==> src/rtl/melody_seq.sv <==
// melody_seq: plays a table of {pitch, duration} notes into a downstream pitch clock generator.
// Optional silent gap between notes is compiled in when MELODY_SEQ_GAP_EN is defined.
module melody_seq #(
  parameter int PITCH_W   = 9,
  parameter int DUR_W     = 13,
  parameter int DEPTH     = 32,
  parameter int FS_DIV    = 1250,
  parameter int GAP_TICKS = 100,
  localparam int AW       = $clog2(DEPTH)
) (
  input  logic               clk,
  input  logic               reset,
  input  logic               wr_en,
  input  logic [AW-1:0]      wr_addr,
  input  logic [PITCH_W-1:0] wr_pitch,
  input  logic [DUR_W-1:0]   wr_dur,
  input  logic [AW:0]        len,
  input  logic               loop_en,
  input  logic               start,
  input  logic               stop,
  output logic               busy,
  output logic [PITCH_W-1:0] pitch_out,
  output logic               gate,
  output logic               note_strobe,
  output logic [AW-1:0]      note_idx,
  output logic               done
);

  localparam int TW     = (FS_DIV > 1) ? $clog2(FS_DIV) : 1;
  localparam int GW     = (GAP_TICKS > 1) ? $clog2(GAP_TICKS) : 1;
  // One counter serves both note duration and gap length, so it takes the wider of the two.
  localparam int CW     = (DUR_W > GW) ? DUR_W : GW;
  localparam int MEM_N  = 1 << AW;
  localparam int WORD_W = PITCH_W + DUR_W;

  localparam logic [TW-1:0] TICK_LAST = TW'(FS_DIV - 1);
  localparam logic [AW:0]   DEPTH_CAP = (AW+1)'(DEPTH);

  typedef enum logic [1:0] {
    IDLE = 2'd0,
    LOAD = 2'd1,
    PLAY = 2'd2,
    GAP  = 2'd3
  } state_t;

`ifdef MELODY_SEQ_GAP_EN
  localparam logic [CW-1:0] GAP_LAST   = CW'((GAP_TICKS > 0) ? GAP_TICKS - 1 : 0);
  localparam state_t        AFTER_NOTE = state_t'((GAP_TICKS > 0) ? GAP : LOAD);
`else
  localparam state_t        AFTER_NOTE = LOAD;
`endif

  logic [WORD_W-1:0]  mem [MEM_N];

  state_t             state_r;
  logic [AW:0]        len_eff_r;
  logic [TW-1:0]      tick_r;
  logic [CW-1:0]      cnt_r;
  logic [DUR_W-1:0]   note_dur_r;

  logic [WORD_W-1:0]  rd_word_s;
  logic [PITCH_W-1:0] rd_pitch_s;
  logic [DUR_W-1:0]   rd_dur_s;
  logic [DUR_W-1:0]   rd_dur_eff_s;
  logic [AW:0]        len_eff_s;
  logic               tick_end_s;
  logic               dur_end_s;
  logic               note_last_s;

  // Note memory write port; contents survive reset.
  always_ff @(posedge clk) begin
    if (wr_en) begin
      mem[wr_addr] <= {wr_pitch, wr_dur};
    end
  end

  // Memory word decode, length clamp and counter terminal conditions.
  always_comb begin
    rd_word_s  = mem[note_idx];
    rd_pitch_s = rd_word_s[WORD_W-1:DUR_W];
    rd_dur_s   = rd_word_s[DUR_W-1:0];
    if (rd_dur_s == DUR_W'(0)) begin
      rd_dur_eff_s = DUR_W'(1);
    end else begin
      rd_dur_eff_s = rd_dur_s;
    end
    if (len > DEPTH_CAP) begin
      len_eff_s = DEPTH_CAP;
    end else begin
      len_eff_s = len;
    end
    tick_end_s  = (tick_r == TICK_LAST);
    dur_end_s   = (cnt_r == CW'(note_dur_r - DUR_W'(1)));
    note_last_s = ({1'b0, note_idx} == (len_eff_r - (AW+1)'(1)));
  end

  // Sequencer FSM with registered outputs; stop outranks start and note end.
  always_ff @(posedge clk) begin
    if (reset) begin
      state_r     <= IDLE;
      len_eff_r   <= (AW+1)'(0);
      tick_r      <= TW'(0);
      cnt_r       <= CW'(0);
      note_dur_r  <= DUR_W'(0);
      busy        <= 1'b0;
      pitch_out   <= PITCH_W'(0);
      gate        <= 1'b0;
      note_strobe <= 1'b0;
      note_idx    <= AW'(0);
      done        <= 1'b0;
    end else begin
      note_strobe <= 1'b0;
      done        <= 1'b0;
      if (stop) begin
        state_r   <= IDLE;
        tick_r    <= TW'(0);
        cnt_r     <= CW'(0);
        busy      <= 1'b0;
        pitch_out <= PITCH_W'(0);
        gate      <= 1'b0;
        note_idx  <= AW'(0);
      end else begin
        case (state_r)
          IDLE: begin
            if (start && (len != (AW+1)'(0))) begin
              len_eff_r <= len_eff_s;
              note_idx  <= AW'(0);
              busy      <= 1'b1;
              state_r   <= LOAD;
            end
          end

          LOAD: begin
            pitch_out   <= rd_pitch_s;
            gate        <= (rd_pitch_s != PITCH_W'(0));
            note_dur_r  <= rd_dur_eff_s;
            note_strobe <= 1'b1;
            tick_r      <= TW'(0);
            cnt_r       <= CW'(0);
            state_r     <= PLAY;
          end

          PLAY: begin
            if (tick_end_s) begin
              tick_r <= TW'(0);
              if (dur_end_s) begin
                cnt_r     <= CW'(0);
                pitch_out <= PITCH_W'(0);
                gate      <= 1'b0;
                if (!note_last_s) begin
                  note_idx <= note_idx + AW'(1);
                  state_r  <= AFTER_NOTE;
                end else if (loop_en) begin
                  note_idx <= AW'(0);
                  state_r  <= AFTER_NOTE;
                end else begin
                  note_idx <= AW'(0);
                  busy     <= 1'b0;
                  done     <= 1'b1;
                  state_r  <= IDLE;
                end
              end else begin
                cnt_r <= cnt_r + CW'(1);
              end
            end else begin
              tick_r <= tick_r + TW'(1);
            end
          end

`ifdef MELODY_SEQ_GAP_EN
          GAP: begin
            if (tick_end_s) begin
              tick_r <= TW'(0);
              if (cnt_r == GAP_LAST) begin
                cnt_r   <= CW'(0);
                state_r <= LOAD;
              end else begin
                cnt_r <= cnt_r + CW'(1);
              end
            end else begin
              tick_r <= tick_r + TW'(1);
            end
          end
`endif

          default: begin
            state_r   <= IDLE;
            busy      <= 1'b0;
            pitch_out <= PITCH_W'(0);
            gate      <= 1'b0;
          end
        endcase
      end
    end
  end

endmodule

==> config.mk <==
export PLATFORM = sky130hd
export DESIGN_NAME = melody_seq
export DESIGN_NICKNAME = d
export VERILOG_FILES = /design/src/rtl/melody_seq.sv
export SDC_FILE = /design/constraint.sdc
export NUM_CORES = 1
export LEC_CHECK = 0
export BUFFER_PORTS_ARGS = -buffer_cell sky130_fd_sc_hd__buf_2
export CORE_MARGIN = 10
export CORE_UTILIZATION = 50
export CTS_CLUSTER_SIZE = 25
export DETAILED_ROUTE_END_ITERATION = 10
export GPL_ROUTABILITY_DRIVEN = 0
export PLACE_DENSITY_LB_ADDON = 0.08
export SLEW_MARGIN = 15
export SYNTH_ARGS = -nofsm -noshare
export SYNTH_HDL_FRONTEND = slang
export SYNTH_SLANG_ARGS = --single-unit
==> constraint.sdc <==
create_clock -name clk -period 3.07 [get_ports clk]
set_input_delay 0.614 -clock clk [delete_from_list [all_inputs] [get_ports clk]]
set_output_delay 0.614 -clock clk [all_outputs]
set_load 0.02 [all_outputs]
==> impl_metrics.toml, run 1 <==
[run_status]
status = "completed"

[global_routing]
grt_max_degree = 55
grt_use_total_pct = 21.28
grt_overflow = 0
antenna_found_initial = 4
grt_pass1_wl_um = 109700
grt_pass1_vias = 16110

[clock_network]
clk_pin_slew_ns = 0.06
clk_latency_ns = 0.63
cts_tree = "yes"
cts_sinks = 772
numCtsBuffers = 83
h-tree-depth = 3
cts_root_buffer = "clkbuf_16"
cts.path.max_buffers = 3

[yosys]
synth_edf_count = 704
synth_area_sq_um = 30570
synth_cell_types = 64
syn_nets = 1644
postSynth.asyncResetShare_pct = 0
ys.flop_type = "edfxtp_1"
avgSynthCellArea_sq_um = 19.16
synth_seq_area_share_pct = 73.62
ys_ff_latch = 772
synth_cells = 1595
yosysWarnings = 0

[pwr]
ir_drop_v = 0.0004600
leakagePower_nw = 11.38
power_density_nw_per_um2 = 621.9

[floorplanning]
initial_core_util_pct = 50.55
core.rowCount = 90
die_y_um = 267.2
die_w_um = 267.2
core_area_sq_um = 60470
ios = 57
dieArea_sq_um = 71420

[flow_run]
max_cap_violations = 0

[timing]
slew_violations = 0
hold_viol = 0
min_period_ns = 2.882
finalCritPeriodShare_pct = 93.87
finClkSkew_ns = 0.01833
hold_ws_ns = 0.3881
fmax_mhz = 347.0
rsz0062_at_grt = "no"
setup_viol = 0
worst_pin_slew_ns = 0.7193
relSlewSlack_pct = 51.60

[worst_setup_path]
worstSetupStartpointType = "register"
cpPeakStageDelay_ns = 0.54
cp_cell_sequence = "buf_4 -> buf_12 -> mux4_2 -> mux4_2 -> mux2i_1 -> buf_4 -> nand2_1 -> nor3_1 -> a31oi_1 -> a211oi_1"
crit_fanout = 25
critPathSlowestCell = "mux4_2"
worstSetupPathType = "register to register"
cp.required_ns = 3.60
worstPathArrival_ns = 3.42
end_kind = "register"

[placement]
dp_cells = 2449
placed_area_sq_um = 32830
port_buffers = 56
hpwl_um = 43130

[routing]
drc = 0
first_iter_violations = 1590
drt_wl_total_um = 74450
first_pass_iters = 5
wl_per_cell_um = 28.57
vias = 15810
vias_per_cell = 6.066
ant_nets = 0

[finish]
syn2layout_area_growth_pct = 16.55
antenna_cells = 0
stdcell_area_sq_um = 35620
fin_nets = 1807
final_cells = 2606
drive_above_1_share_pct = 28.29

[min_path]
hp-class = "primary input to register"
## layout make-up
class	count	area, sq um
Fill cell	4402	24850
Sequential cell	772	22510
Multi-Input combinational cell	726	7918
Clock buffer	99	2180
Timing Repair Buffer	158	1434
Tap cell	782	978.4
Clock inverter	52	539.3
Inverter	17	63.81
## critical path, delay by kind of cell (launching register included)
family / cells / cell delay, ns
AO/OA/AOI/OAI: 2 / 0.32
AND/OR/NAND/NOR: 2 / 0.25
multiplexers: 3 / 1.22
flip-flops: 1 / 0.44
buffers and inverters: 3 / 0.55
## what timing repair did
| item | 4_1_cts | 5_1_grt |
|---|---|---|
| endpoints found under the setup margin | 1 | 7 |
| hold buffers | 0 | 0 |
| gates resized for setup | 1 | 4 |
| setup buffers | 0 | 6 |
| pin swaps | 0 | 0 |
## cell usage after synthesis, drive strengths merged, types with 3 or more instances
library cell | n | area [sq um]
edfxtp | 704 | 21140
nand3b | 7 | 52.55
mux4 | 183 | 4121
nand2 | 57 | 214.0
o31ai | 3 | 22.52
a41oi | 4 | 35.03
nor3b | 8 | 60.06
nor2 | 114 | 427.9
or3 | 5 | 31.28
a22oi | 13 | 97.59
or3b | 4 | 35.04
nor4 | 5 | 46.29
nor2b | 6 | 37.54
clkbuf | 34 | 127.6
o21ai | 15 | 75.07
o2111ai | 4 | 35.03
nand4 | 8 | 50.05
a221oi | 6 | 52.55
dfxtp | 68 | 1361
a31oi | 11 | 75.07
nor3 | 15 | 75.07
mux2i | 65 | 650.6
o22a | 4 | 35.03
or4 | 3 | 22.52
and4 | 4 | 37.54
a21oi | 28 | 140.1
nand3 | 28 | 140.1
and3 | 8 | 50.05
xnor2 | 21 | 183.9
xor2 | 18 | 157.7
ha | 10 | 125.1
o22ai | 4 | 25.02
a211oi | 16 | 120.1
and2 | 17 | 106.4
inv | 16 | 60.06
buf | 46 | 232.7
a32o | 7 | 70.07
## kinds of logic after synthesis
| kind of cell | after synthesis | share of synthesized area [%] |
|---|---|---|
| buffers and inverters | 97 | 1.388 |
| adder cells (fa/ha/maj) | 10 | 0.4093 |
| multiplexers | 250 | 15.69 |
| XOR/XNOR | 39 | 1.118 |
| AO/OA/AOI/OAI | 128 | 2.984 |
| AND/OR/NAND/NOR | 299 | 4.798 |
| flip-flops | 772 | 73.62 |
## worst paths after layout
check / end / cells past startpoint / slack (ns) / start
min: len_eff_r[5] / 3 / 0.39 / len[5]
max: note_dur_r[0] / 10 / 0.19 / register
max reg2reg: note_dur_r[0] / 10 / 0.19 / register
min reg2reg: pitch_out[6] / 2 / 0.46 / pitch_out[6]
## power breakdown
part	switching (mW)	internal, mW	total (mW)
Sequential	0.0398	11.6	11.6
Combinational	0.370	0.166	0.536
Clock	4.07	5.92	9.99
## stage by stage
step | util (%) | power, mW | worst slack, ns | TNS [ns]
after floorplan | - | 12.08 | 0.4319 | 0
after global placement | 54.29 | 12.36 | -0.02114 | -0.02114
after detailed placement | 54.29 | 12.39 | 0.01141 | 0
after CTS | 58.80 | 22.32 | 0.01128 | 0
after global routing | 58.91 | 22.78 | 0.001608 | 0
final | 58.91 | 22.16 | 0.1883 | 0
## registers in the layout, indices dropped and copies added, names as in the netlist, named ones only
name	count
done	1
state_r	2
pitch_out	9
gate	1
mem	704
note_dur_r	13
busy	1
note_strobe	1
tick_r	11
cnt_r	13
len_eff_r	6
note_idx	5
## cells in the final DEF, fill, tap and decap left out, types with 17 or more instances in the layout
cell type,count
mux4_2,183
nor2_1,82
nand2_1,57
xnor2_1,21
buf_4,71
buf_12,31
nor2_4,32
mux2i_1,65
and2_1,17
edfxtp_1,704
dfxtp_1,65
clkinv_2,18
buf_2,56
xor2_1,18
a21oi_1,28
clkbuf_16,85
nand3_1,28
clkinv_1,17
## layer usage
layer | global-route usage (%) | up-vias | routed length (um) | part of all wire, %
met3 | 5.310 | 118 | 5602 | 7.5
met2 | 33.18 | 518 | 34960 | 47
li1 | - | 6838 | - | -
met5 | 0 | - | 26 | 0.035
met4 | 5.297 | 4 | 1511 | 2.0
met1 | 29.79 | 8329 | 32360 | 43
Power figures use the tool's default switching activity.
==> run 2: changes to the inputs <==
--- a/config.mk
+++ b/config.mk
@@ -5,6 +5,7 @@
 export SDC_FILE = /design/constraint.sdc
 export NUM_CORES = 1
 export LEC_CHECK = 0
+export ABC_AREA = 0
 export BUFFER_PORTS_ARGS = -buffer_cell sky130_fd_sc_hd__buf_2
 export CORE_MARGIN = 10
 export CORE_UTILIZATION = 50
@@ -12,6 +13,7 @@
 export DETAILED_ROUTE_END_ITERATION = 10
 export GPL_ROUTABILITY_DRIVEN = 0
 export PLACE_DENSITY_LB_ADDON = 0.08
+export SETUP_SLACK_MARGIN = 0.2
 export SLEW_MARGIN = 15
 export SYNTH_ARGS = -nofsm -noshare
 export SYNTH_HDL_FRONTEND = slang
==> impl_metrics.toml, run 2 (synthesis gave the netlist of run 1 again) <==
[run_status]
status = "completed"

[placement]
port_buffers = 56
hpwl_um = 43130
placed_area_sq_um = 32830

[routing]
drc = 0
drt_wl_total_um = 75610
vias_per_cell = 6.077
vias = 15950
first_pass_iters = 5
ant_nets = 0
first_iter_violations = 1627
wl_per_cell_um = 28.80

[finish]
drive_above_1_share_pct = 29.73
final_cell_mix = "704 x edfxtp_1, 183 x mux4_2, 90 x clkbuf_16"
fin_nets = 1826
reg_top3 = "mem x704, cnt_r x13, note_dur_r x13"
antenna_cells = 0
largest_reg_flops = 704
stdcell_area_sq_um = 36080
fill_cells = 4349
final-seq-area_sq_um = 22510
syn2layout_area_growth_pct = 18.06
multi_input_comb_area_sq_um = 8025
utilization_pct = 59.67
top_register = "mem"
layout_commonest_cell = "edfxtp_1"

[floorplanning]
die_y_um = 267.2
ios = 57
core.rowCount = 90
die_w_um = 267.2
core_area_sq_um = 60470
dieArea_sq_um = 71420
initial_core_util_pct = 50.55

[worst_setup_path]
crit_fanout = 6
crit_start = "note_dur_r[0]"
end_kind = "register"
cp.required_ns = 3.62
worstSetupStartpointType = "register"
worstPathArrival_ns = 3.42
worstSetupPathType = "register to register"
r2r-start = "note_dur_r[0]"

[timing]
relSlewSlack_pct = 58.49
setup_viol = 0
setup_tns_ns = 0
hold_viol = 0
min_period_ns = 2.868
finClkSkew_ns = 0.01842
worst_pin_slew_ns = 0.6209
rsz0062_at_grt = "yes"
finalCritPeriodShare_pct = 93.43
slew_violations = 0
fmax_mhz = 348.6

[pwr]
power_density_nw_per_um2 = 614.1
total_power_mw = 22.16
leakagePower_nw = 11.54
ir_drop_v = 0.0004594

[global_routing]
grt_max_degree = 55
antenna_found_initial = 4
grt_pass1_wl_um = 109800
grt_pass1_vias = 16130
grt_overflow = 0
grt_use_total_pct = 21.30

[clock_network]
cts_root_buffer = "clkbuf_16"
cts.path.max_buffers = 3
clk_pin_slew_ns = 0.06
cts_sinks = 772
h-tree-depth = 3
clk_latency_ns = 0.63
postCtsHoldBufs = 0
numCtsBuffers = 83
cts_tree = "yes"

[flow_run]
max_cap_violations = 0

[min_path]
hp-class = "primary input to register"
min_from = "len[5]"
run 2: cell count changes in the layout (fill, tap and decap cells not counted), moves of 3 or more:
cell	delta
buf_16	+5
buf_4	+4
o2111ai_4	+3
buf_6	+4
clkbuf_16	+5
run 2: layout make-up:
class	instances	area share [%]
multi-input cells	726	22.24
inverters	17	0.1768
repair buffers	177	4.951
clock buffers	99	6.040
clock inverters	52	1.494
flip-flops and latches	772	62.39
well taps	782	2.712
run 2: final timing paths:
path,depth (start not counted),slack [ns],end
max reg2reg,9,0.20,pitch_out[6]
min,3,0.39,len_eff_r[5]
min reg2reg,2,0.47,busy
max,9,0.20,pitch_out[6]
run 2: critical path: stages, from the launching register on:
cell     delay [ns]
dfxtp_2        0.32
buf_6          0.12
or4_4          0.52
or4_1          0.42
and4_4         0.22
nor4_4         0.34
buf_4          0.18
a41oi_4        0.14
or3b_1         0.42
a21oi_2        0.12
run 2: metal layers:
layer	global-route usage (%)	wire length, um	vias up
met5	0	26	-
met1	29.77	32190	8355
met4	5.251	1650	4
li1	-	-	6882
met3	5.402	6147	124
met2	33.21	35590	586
run 2: metrics by stage:
stage / hold slack (ns) / std cells / setup WS (ns)
final: 0.3902 / 2625 / 0.2016
after detailed placement: 0.4500 / 2449 / 0.01141
after global routing: 0.3891 / 2625 / 0.09689
after CTS: 0.3494 / 2602 / 0.2009
after floorplan: 0.4607 / 1595 / 0.4319
after global placement: 0.4542 / 2449 / -0.02114
run 2: repair_timing:
item | in CTS | in global routing
endpoints found under the setup margin | 2 | 34
cloned | 0 | 5
setup buffers | 2 | 18
pin swaps | 0 | 12
resized for setup | 5 | 32
run 2: power by group:
group | switching (mW) | internal (mW)
Combinational | 0.374 | 0.174
Clock | 4.07 | 5.92
Sequential | 0.0408 | 11.6
